**src/rtl/pipe_ctrl_pkg.sv**
```systemverilog
// Shared types and widths for the pipeline control unit.
package pipe_ctrl_pkg;

    localparam int XLEN  = 64;
    localparam int REG_W = 5;

    typedef enum logic [1:0] {
        RUN   = 2'd0,
        FLUSH = 2'd1,
        HALT  = 2'd2
    } state_t;

endpackage

```
**src/rtl/pipe_ctrl_fwd_unit.sv**
```systemverilog
// Operand forwarding for one source port: EX/MEM beats writeback, x0 never forwards.
module fwd_unit
    import pipe_ctrl_pkg::*;
(
    input  logic             i_rs_en,
    input  logic [REG_W-1:0] i_rs_idx,
    input  logic             i_exu_valid,
    input  logic             i_exu_wb_en,
    input  logic             i_exu_load_en,
    input  logic [REG_W-1:0] i_exu_rd,
    input  logic [XLEN-1:0]  i_exu_data,
    input  logic             i_wbu_valid,
    input  logic             i_wbu_wb_en,
    input  logic [REG_W-1:0] i_wbu_rd,
    input  logic [XLEN-1:0]  i_wbu_data,
    output logic             o_fwd_en,
    output logic [XLEN-1:0]  o_fwd_data,
    output logic             o_load_hit
);

    logic w_exu_match;
    logic w_wbu_match;
    logic w_ex_hit;
    logic w_wb_hit;

    assign w_exu_match = i_rs_en & i_exu_valid & (i_exu_rd == i_rs_idx) & (i_exu_rd != '0);
    assign w_wbu_match = i_rs_en & i_wbu_valid & (i_wbu_rd == i_rs_idx) & (i_wbu_rd != '0);

    // A load's value is not ready in EX/MEM; it is reported as a load-use hit instead.
    assign w_ex_hit   = w_exu_match & i_exu_wb_en & ~i_exu_load_en;
    assign w_wb_hit   = w_wbu_match & i_wbu_wb_en;
    assign o_load_hit = w_exu_match & i_exu_load_en;

    assign o_fwd_en   = w_ex_hit | w_wb_hit;
    assign o_fwd_data = w_ex_hit ? i_exu_data : (w_wb_hit ? i_wbu_data : '0);

endmodule

```
**src/rtl/pipe_ctrl.sv**
```systemverilog
// Pipeline control: hazard stalls, memory waits, redirect squash, ebreak halt and perf counters.
module pipe_ctrl
    import pipe_ctrl_pkg::*;
#(
    parameter int FLUSH_CYCLES = 1,
    parameter int CNT_W        = 64
) (
    input  logic             clk,
    input  logic             rstn,
    input  logic             idu_rs1_en,
    input  logic             idu_rs2_en,
    input  logic [REG_W-1:0] idu_index_rs1,
    input  logic [REG_W-1:0] idu_index_rs2,
    input  logic             exu_valid,
    input  logic             exu_wb_en,
    input  logic             exu_load_en,
    input  logic [REG_W-1:0] exu_index_rd,
    input  logic [XLEN-1:0]  exu_alu_result,
    input  logic             exu_redirect,
    input  logic             exu_ebreak_en,
    input  logic             wbu_valid,
    input  logic             wbu_wb_en,
    input  logic [REG_W-1:0] wbu_index_rd,
    input  logic [XLEN-1:0]  wbu_data,
    input  logic             lsu_busy,
    output logic             instr_valid,
    output logic             flush_nop,
    output logic             front_hold,
    output logic             front_flush,
    output logic             fwd_en_1,
    output logic             fwd_en_2,
    output logic [XLEN-1:0]  fwd_data_rs1,
    output logic [XLEN-1:0]  fwd_data_rs2,
    output logic             halted,
    output logic [CNT_W-1:0] perf_cycles,
    output logic [CNT_W-1:0] perf_stalls,
    output logic [CNT_W-1:0] perf_flushes
);

    localparam logic [1:0]       FLUSH_INIT = 2'(FLUSH_CYCLES);
    localparam logic [CNT_W-1:0] CNT_ONE    = {{(CNT_W-1){1'b0}}, 1'b1};

    state_t           r_state;
    logic [1:0]       r_flush_cnt;
    logic             r_halted;
    logic [CNT_W-1:0] r_perf_cycles;
    logic [CNT_W-1:0] r_perf_stalls;
    logic [CNT_W-1:0] r_perf_flushes;

    logic             w_rs_en    [2];
    logic [REG_W-1:0] w_rs_idx   [2];
    logic             w_fwd_en   [2];
    logic [XLEN-1:0]  w_fwd_data [2];
    logic             w_load_hit [2];
    logic             w_load_use;
    logic             w_take_redirect;
    logic             w_take_ebreak;
    logic             w_bubble;

    assign w_rs_en[0]  = idu_rs1_en;
    assign w_rs_en[1]  = idu_rs2_en;
    assign w_rs_idx[0] = idu_index_rs1;
    assign w_rs_idx[1] = idu_index_rs2;

    genvar gi;
    generate
        for (gi = 0; gi < 2; gi++) begin : g_fwd
            fwd_unit u_fwd (
                .i_rs_en       (w_rs_en[gi]),
                .i_rs_idx      (w_rs_idx[gi]),
                .i_exu_valid   (exu_valid),
                .i_exu_wb_en   (exu_wb_en),
                .i_exu_load_en (exu_load_en),
                .i_exu_rd      (exu_index_rd),
                .i_exu_data    (exu_alu_result),
                .i_wbu_valid   (wbu_valid),
                .i_wbu_wb_en   (wbu_wb_en),
                .i_wbu_rd      (wbu_index_rd),
                .i_wbu_data    (wbu_data),
                .o_fwd_en      (w_fwd_en[gi]),
                .o_fwd_data    (w_fwd_data[gi]),
                .o_load_hit    (w_load_hit[gi])
            );
        end
    endgenerate

    assign fwd_en_1     = w_fwd_en[0];
    assign fwd_en_2     = w_fwd_en[1];
    assign fwd_data_rs1 = w_fwd_data[0];
    assign fwd_data_rs2 = w_fwd_data[1];
    assign w_load_use   = w_load_hit[0] | w_load_hit[1];

    always_comb begin
        instr_valid     = 1'b1;
        flush_nop       = 1'b0;
        front_hold      = 1'b0;
        front_flush     = 1'b0;
        w_take_redirect = 1'b0;
        w_take_ebreak   = 1'b0;
        w_bubble        = 1'b0;
        case (r_state)
            RUN: begin
                // Memory wait outranks everything so a pending redirect/ebreak lands once it clears.
                if (lsu_busy) begin
                    instr_valid = 1'b0;
                    front_hold  = 1'b1;
                end else if (exu_valid && exu_ebreak_en) begin
                    front_hold    = 1'b1;
                    w_take_ebreak = 1'b1;
                end else if (exu_valid && exu_redirect) begin
                    flush_nop       = 1'b1;
                    front_flush     = 1'b1;
                    w_take_redirect = 1'b1;
                end else if (w_load_use) begin
                    flush_nop  = 1'b1;
                    front_hold = 1'b1;
                    w_bubble   = 1'b1;
                end
            end
            FLUSH: begin
                if (lsu_busy) begin
                    instr_valid = 1'b0;
                    front_hold  = 1'b1;
                end else begin
                    flush_nop = 1'b1;
                end
            end
            HALT: begin
                flush_nop  = 1'b1;
                front_hold = 1'b1;
            end
            default: ;
        endcase
    end

    always_ff @(posedge clk or negedge rstn) begin
        if (!rstn) begin
            r_state        <= RUN;
            r_flush_cnt    <= 2'd0;
            r_halted       <= 1'b0;
            r_perf_cycles  <= '0;
            r_perf_stalls  <= '0;
            r_perf_flushes <= '0;
        end else begin
            if (r_state != HALT)
                r_perf_cycles <= r_perf_cycles + CNT_ONE;
            if (!instr_valid || w_bubble)
                r_perf_stalls <= r_perf_stalls + CNT_ONE;
            if (w_take_redirect)
                r_perf_flushes <= r_perf_flushes + CNT_ONE;

            case (r_state)
                RUN: begin
                    if (w_take_ebreak) begin
                        r_state  <= HALT;
                        r_halted <= 1'b1;
                    end else if (w_take_redirect && FLUSH_CYCLES != 0) begin
                        r_state     <= FLUSH;
                        r_flush_cnt <= FLUSH_INIT;
                    end
                end
                FLUSH: begin
                    if (!lsu_busy) begin
                        if (r_flush_cnt <= 2'd1) begin
                            r_state     <= RUN;
                            r_flush_cnt <= 2'd0;
                        end else begin
                            r_flush_cnt <= r_flush_cnt - 2'd1;
                        end
                    end
                end
                HALT: r_halted <= 1'b1;
                default: r_state <= RUN;
            endcase
        end
    end

    assign halted       = r_halted;
    assign perf_cycles  = r_perf_cycles;
    assign perf_stalls  = r_perf_stalls;
    assign perf_flushes = r_perf_flushes;

endmodule

```
**config.mk**
```make
export PLATFORM = sky130hd
export DESIGN_NAME = pipe_ctrl
export DESIGN_NICKNAME = d
export VERILOG_FILES = /design/src/rtl/pipe_ctrl_pkg.sv /design/src/rtl/pipe_ctrl_fwd_unit.sv /design/src/rtl/pipe_ctrl.sv
export SDC_FILE = /design/constraint.sdc
export NUM_CORES = 1
export LEC_CHECK = 0
export CAP_MARGIN = 20
export CORE_AREA = 2 2 189 191
export CTS_BUF_LIST = sky130_fd_sc_hd__clkbuf_8
export CTS_CLUSTER_DIAMETER = 150
export DETAILED_ROUTE_END_ITERATION = 10
export DIE_AREA = 0 0 191 193
export PLACE_DENSITY = 0.67
export SYNTH_ARGS = -nofsm -noshare
export SYNTH_HDL_FRONTEND = slang
export SYNTH_SLANG_ARGS = --single-unit
```
**constraint.sdc**
```tcl
create_clock -name clk -period 3.7 [get_ports clk]
set_input_delay 0.925 -clock clk [delete_from_list [all_inputs] [get_ports clk]]
set_output_delay 0.925 -clock clk [all_outputs]
set_load 0.01 [all_outputs]
```
==> run metrics <==
status finished with violations; failing checks setup timing; delay-heaviest family, CP simple AND/OR/NAND/NOR gates; Hold WS 479 ps; share of cells above drive strength 1 0.183; Placement Cell Area ~0.017 mm²; post-DP HPWL 35,300 µm; Layout area overhead 57.6%; I/O pins roughly 490; Synth async-reset ratio 1.00; clk buf depth 2; cell area after layout 0.0177 mm²; largest net degree at the start of global routing 83; DRC Markers 0; clock period minus worst slack about 3700 ps; Max FO, Critical Path 7; vias in the first global route roughly 11,000; initial core utilization 0.321; top cells by area, synth dfrtp_1 44%, xor2_1 8.3%, xnor2_1 8.0%, nand2_1 8.0%, a21oi_1 4.1%; Cell variety after synth between 50 and 60; initial antenna violation count 13; count leader, synth nand2_1; ys flop type dfrtp_1; met2 Use GR 0.411; area leader, netlist dfrtp_1; fin nets ~1,900; slowest cell delay on critical path roughly 360 ps; vias per std cell between 5 and 6; top cell type's share of synthesized area 0.439; sequential area share after synthesis 0.439; IO Port Bufs around 490; hold crit path type primary input to async pin; total CTS buffers 17; CTS sink cnt 197; die footprint approximately 0.037 mm²; Max Fclk about 270 MHz; Final period util 1.00; final hold violations 0; area of the multi-input gates between 0.006 and 0.007 mm²; DR vias around 12,000; #FFs+latches synth just under 200; H-tree levels 4; Mapped Cells between 1,000 and 1,500; GPL Wtd Cong between 0.8 and 0.9; PD cells between 200 and 300 mW/mm²; register clock-pin slew on the reported worst setup and hold paths about 100 ps; Iter 0 DRT Violations around 630; CTS Root Cell clkbuf_8; Ys Warns 0; Layout Utilization 0.506; Antenna Nets Post-Route 0; Die X roughly 190 µm; Relative slew margins 0.541; Buffers & Inverters on Critical Path 5; Setup violations, final 1; CP max stage cell or3_1; Synth Area per Inst between 9 and 10 µm²; syn nets approximately 1,400; Routed Wire Length approximately 47,000 µm; CP arrival 2780 ps; kind of critical path primary input to output pin; Max-Cap Viols 0; Post-Synthesis Cell Area around 0.011 mm²; nature of the critical path startpoint primary input; Layout fillers about 3,300; CTS tree yes; measured slew at the worst slew-check pin a little under 700 ps; Chip Height slightly below 200 µm; Remaining Overflow, GRT 0; RSZ-0062 raised after global routing true; All-Layer GR Usage 0.244; Setup Skew 21.2 ps; Core ar. about 0.035 mm²; M3 GR Usage 0.0657; EDFF count, synth 0; number of hold buffers added after cts 0; critical-path cell list buf_6 > or3_1 > o311a_1 > and4_4 > nor2b_4 > buf_6 > buf_12 > buf_6 > a22o_4 > buf_6; Clk Latency, worst-skew pair about 470 ps; per-cell routed wire length roughly 21 µm; fin worst setup slack -3.89 ps; cell row count 69; VDD IR-drop max roughly 0.23 mV; Max Slew Vio Count 0; Register Area about 0.0049 mm²; most frequent cells after synthesis 238 x nand2_1, 197 x dfrtp_1, 106 x xor2_1; grt peak-use layer met2; most used cell, CP buf_6; Detailed Routing Iterations Pass 1 5; Leak between 7 and 8 nW; first-pass GRT wire length just under 70,000 µm; CP required approximately 2800 ps; global-route met1 utilization 0.289; endpoint class of the critical path output pin
kinds of logic (layout without fill, tap and decap cells):
family          count (synthesis)  after routing  share of synthesized area
simple gates                  532            532                      0.236
flops                         197            197                      0.439
buf+inv                        93            640                     0.0315
xor+xnor                      209            209                      0.163
mux                             2              2                    0.00201
compound gates                207            207                      0.125
fa+ha+maj                       3              3                    0.00334
other cells                     0              8                          0
flip-flops by register name (all words and copies together), names as in the netlist:
register / count
perf_flushes: 64
perf_stalls: 64
r_flush_cnt: 2
r_state: 2
perf_cycles: 64
halted: 1
area by class of cell:
class / count / share of cell area
Multi-Input combinational cell: 953 / 0.351
Timing Repair Buffer: 584 / 0.310
Sequential cell: 197 / 0.279
Tap cell: 461 / 0.0326
Clock buffer: 18 / 0.0140
Clock inverter: 10 / 0.00714
Inverter: 28 / 0.00594
Antenna cell: 8 / 0.00113
power by group:
group          total, W  internal [W]  switching, W
registers       0.00241       0.00226      0.000152
clock network   0.00139      0.000615      0.000776
logic          0.000842      0.000472      0.000370
total           0.00465       0.00335       0.00130
metal layers:
layer,wire length [µm],vias up
met1,18200,5675
li1,-,5431
met5,43,-
met2,22900,503
met4,2290,6
met3,3530,104
worst paths after layout:
check / slack (ps) / cells after the start / startpoint / end
max in group asynchronous: 2340 / 2 / rstn / perf_cycles[35]
max reg2reg: 960 / 6 / perf_flushes[25] / perf_flushes[59]
min in group clk: 490 / 1 / perf_stalls[63] / perf_stalls[63]
max: -4 / 10 / wbu_index_rd[0] / fwd_data_rs1[6]
min reg2reg: 490 / 1 / perf_stalls[63] / perf_stalls[63]
min: 480 / 1 / rstn / perf_flushes[25]
placed cells by master (no fill, tap or decap), types with 6 or more instances in the layout:
| cell type | count |
|---|---|
| a21oi_2 | 23 |
| nor4_1 | 14 |
| and2_1 | 7 |
| nand4_1 | 46 |
| nand2_1 | 231 |
| buf_4 | 54 |
| nor2_1 | 46 |
| xor2_1 | 104 |
| nor4_2 | 6 |
| inv_1 | 28 |
| clkbuf_8 | 19 |
| buf_2 | 84 |
| buf_12 | 17 |
| clkdlybuf4s50_1 | 331 |
| a2111oi_0 | 13 |
| xnor2_1 | 102 |
| dfrtp_1 | 197 |
| nand2_2 | 8 |
| nand3_1 | 72 |
| clkdlybuf4s15_1 | 8 |
| a21oi_1 | 69 |
| and3_1 | 34 |
| o21ai_0 | 13 |
| a211oi_1 | 13 |
| buf_6 | 23 |
| clkbuf_2 | 27 |
| dlygate4sd2_1 | 21 |
| diode_2 | 8 |
| nor3_1 | 13 |
| a22o_1 | 47 |
| and4_1 | 13 |
stage by stage:
step / TNS, ps / power, W / setup WS [ps] / std cells
floorplan: 0 / 0.00268 / 218 / 1243
global placement: -95020 / 0.00327 / -872 / 2186
detailed placement: -94860 / 0.00328 / -869 / 2186
CTS: -1130 / 0.00468 / -236 / 2245
global route: -306 / 0.00486 / -67.3 / 2258
finish: -3.89 / 0.00465 / -3.89 / 2259
timing repair:
item	4_1_cts	5_1_grt
gates cloned	6	3
pin swaps	15	18
setup endpoints to repair	133	125
resized for setup	497	117
setup buffers	28	7
hold endpoints to repair	0	0
No activity file was read; power rests on OpenSTA's default activity.
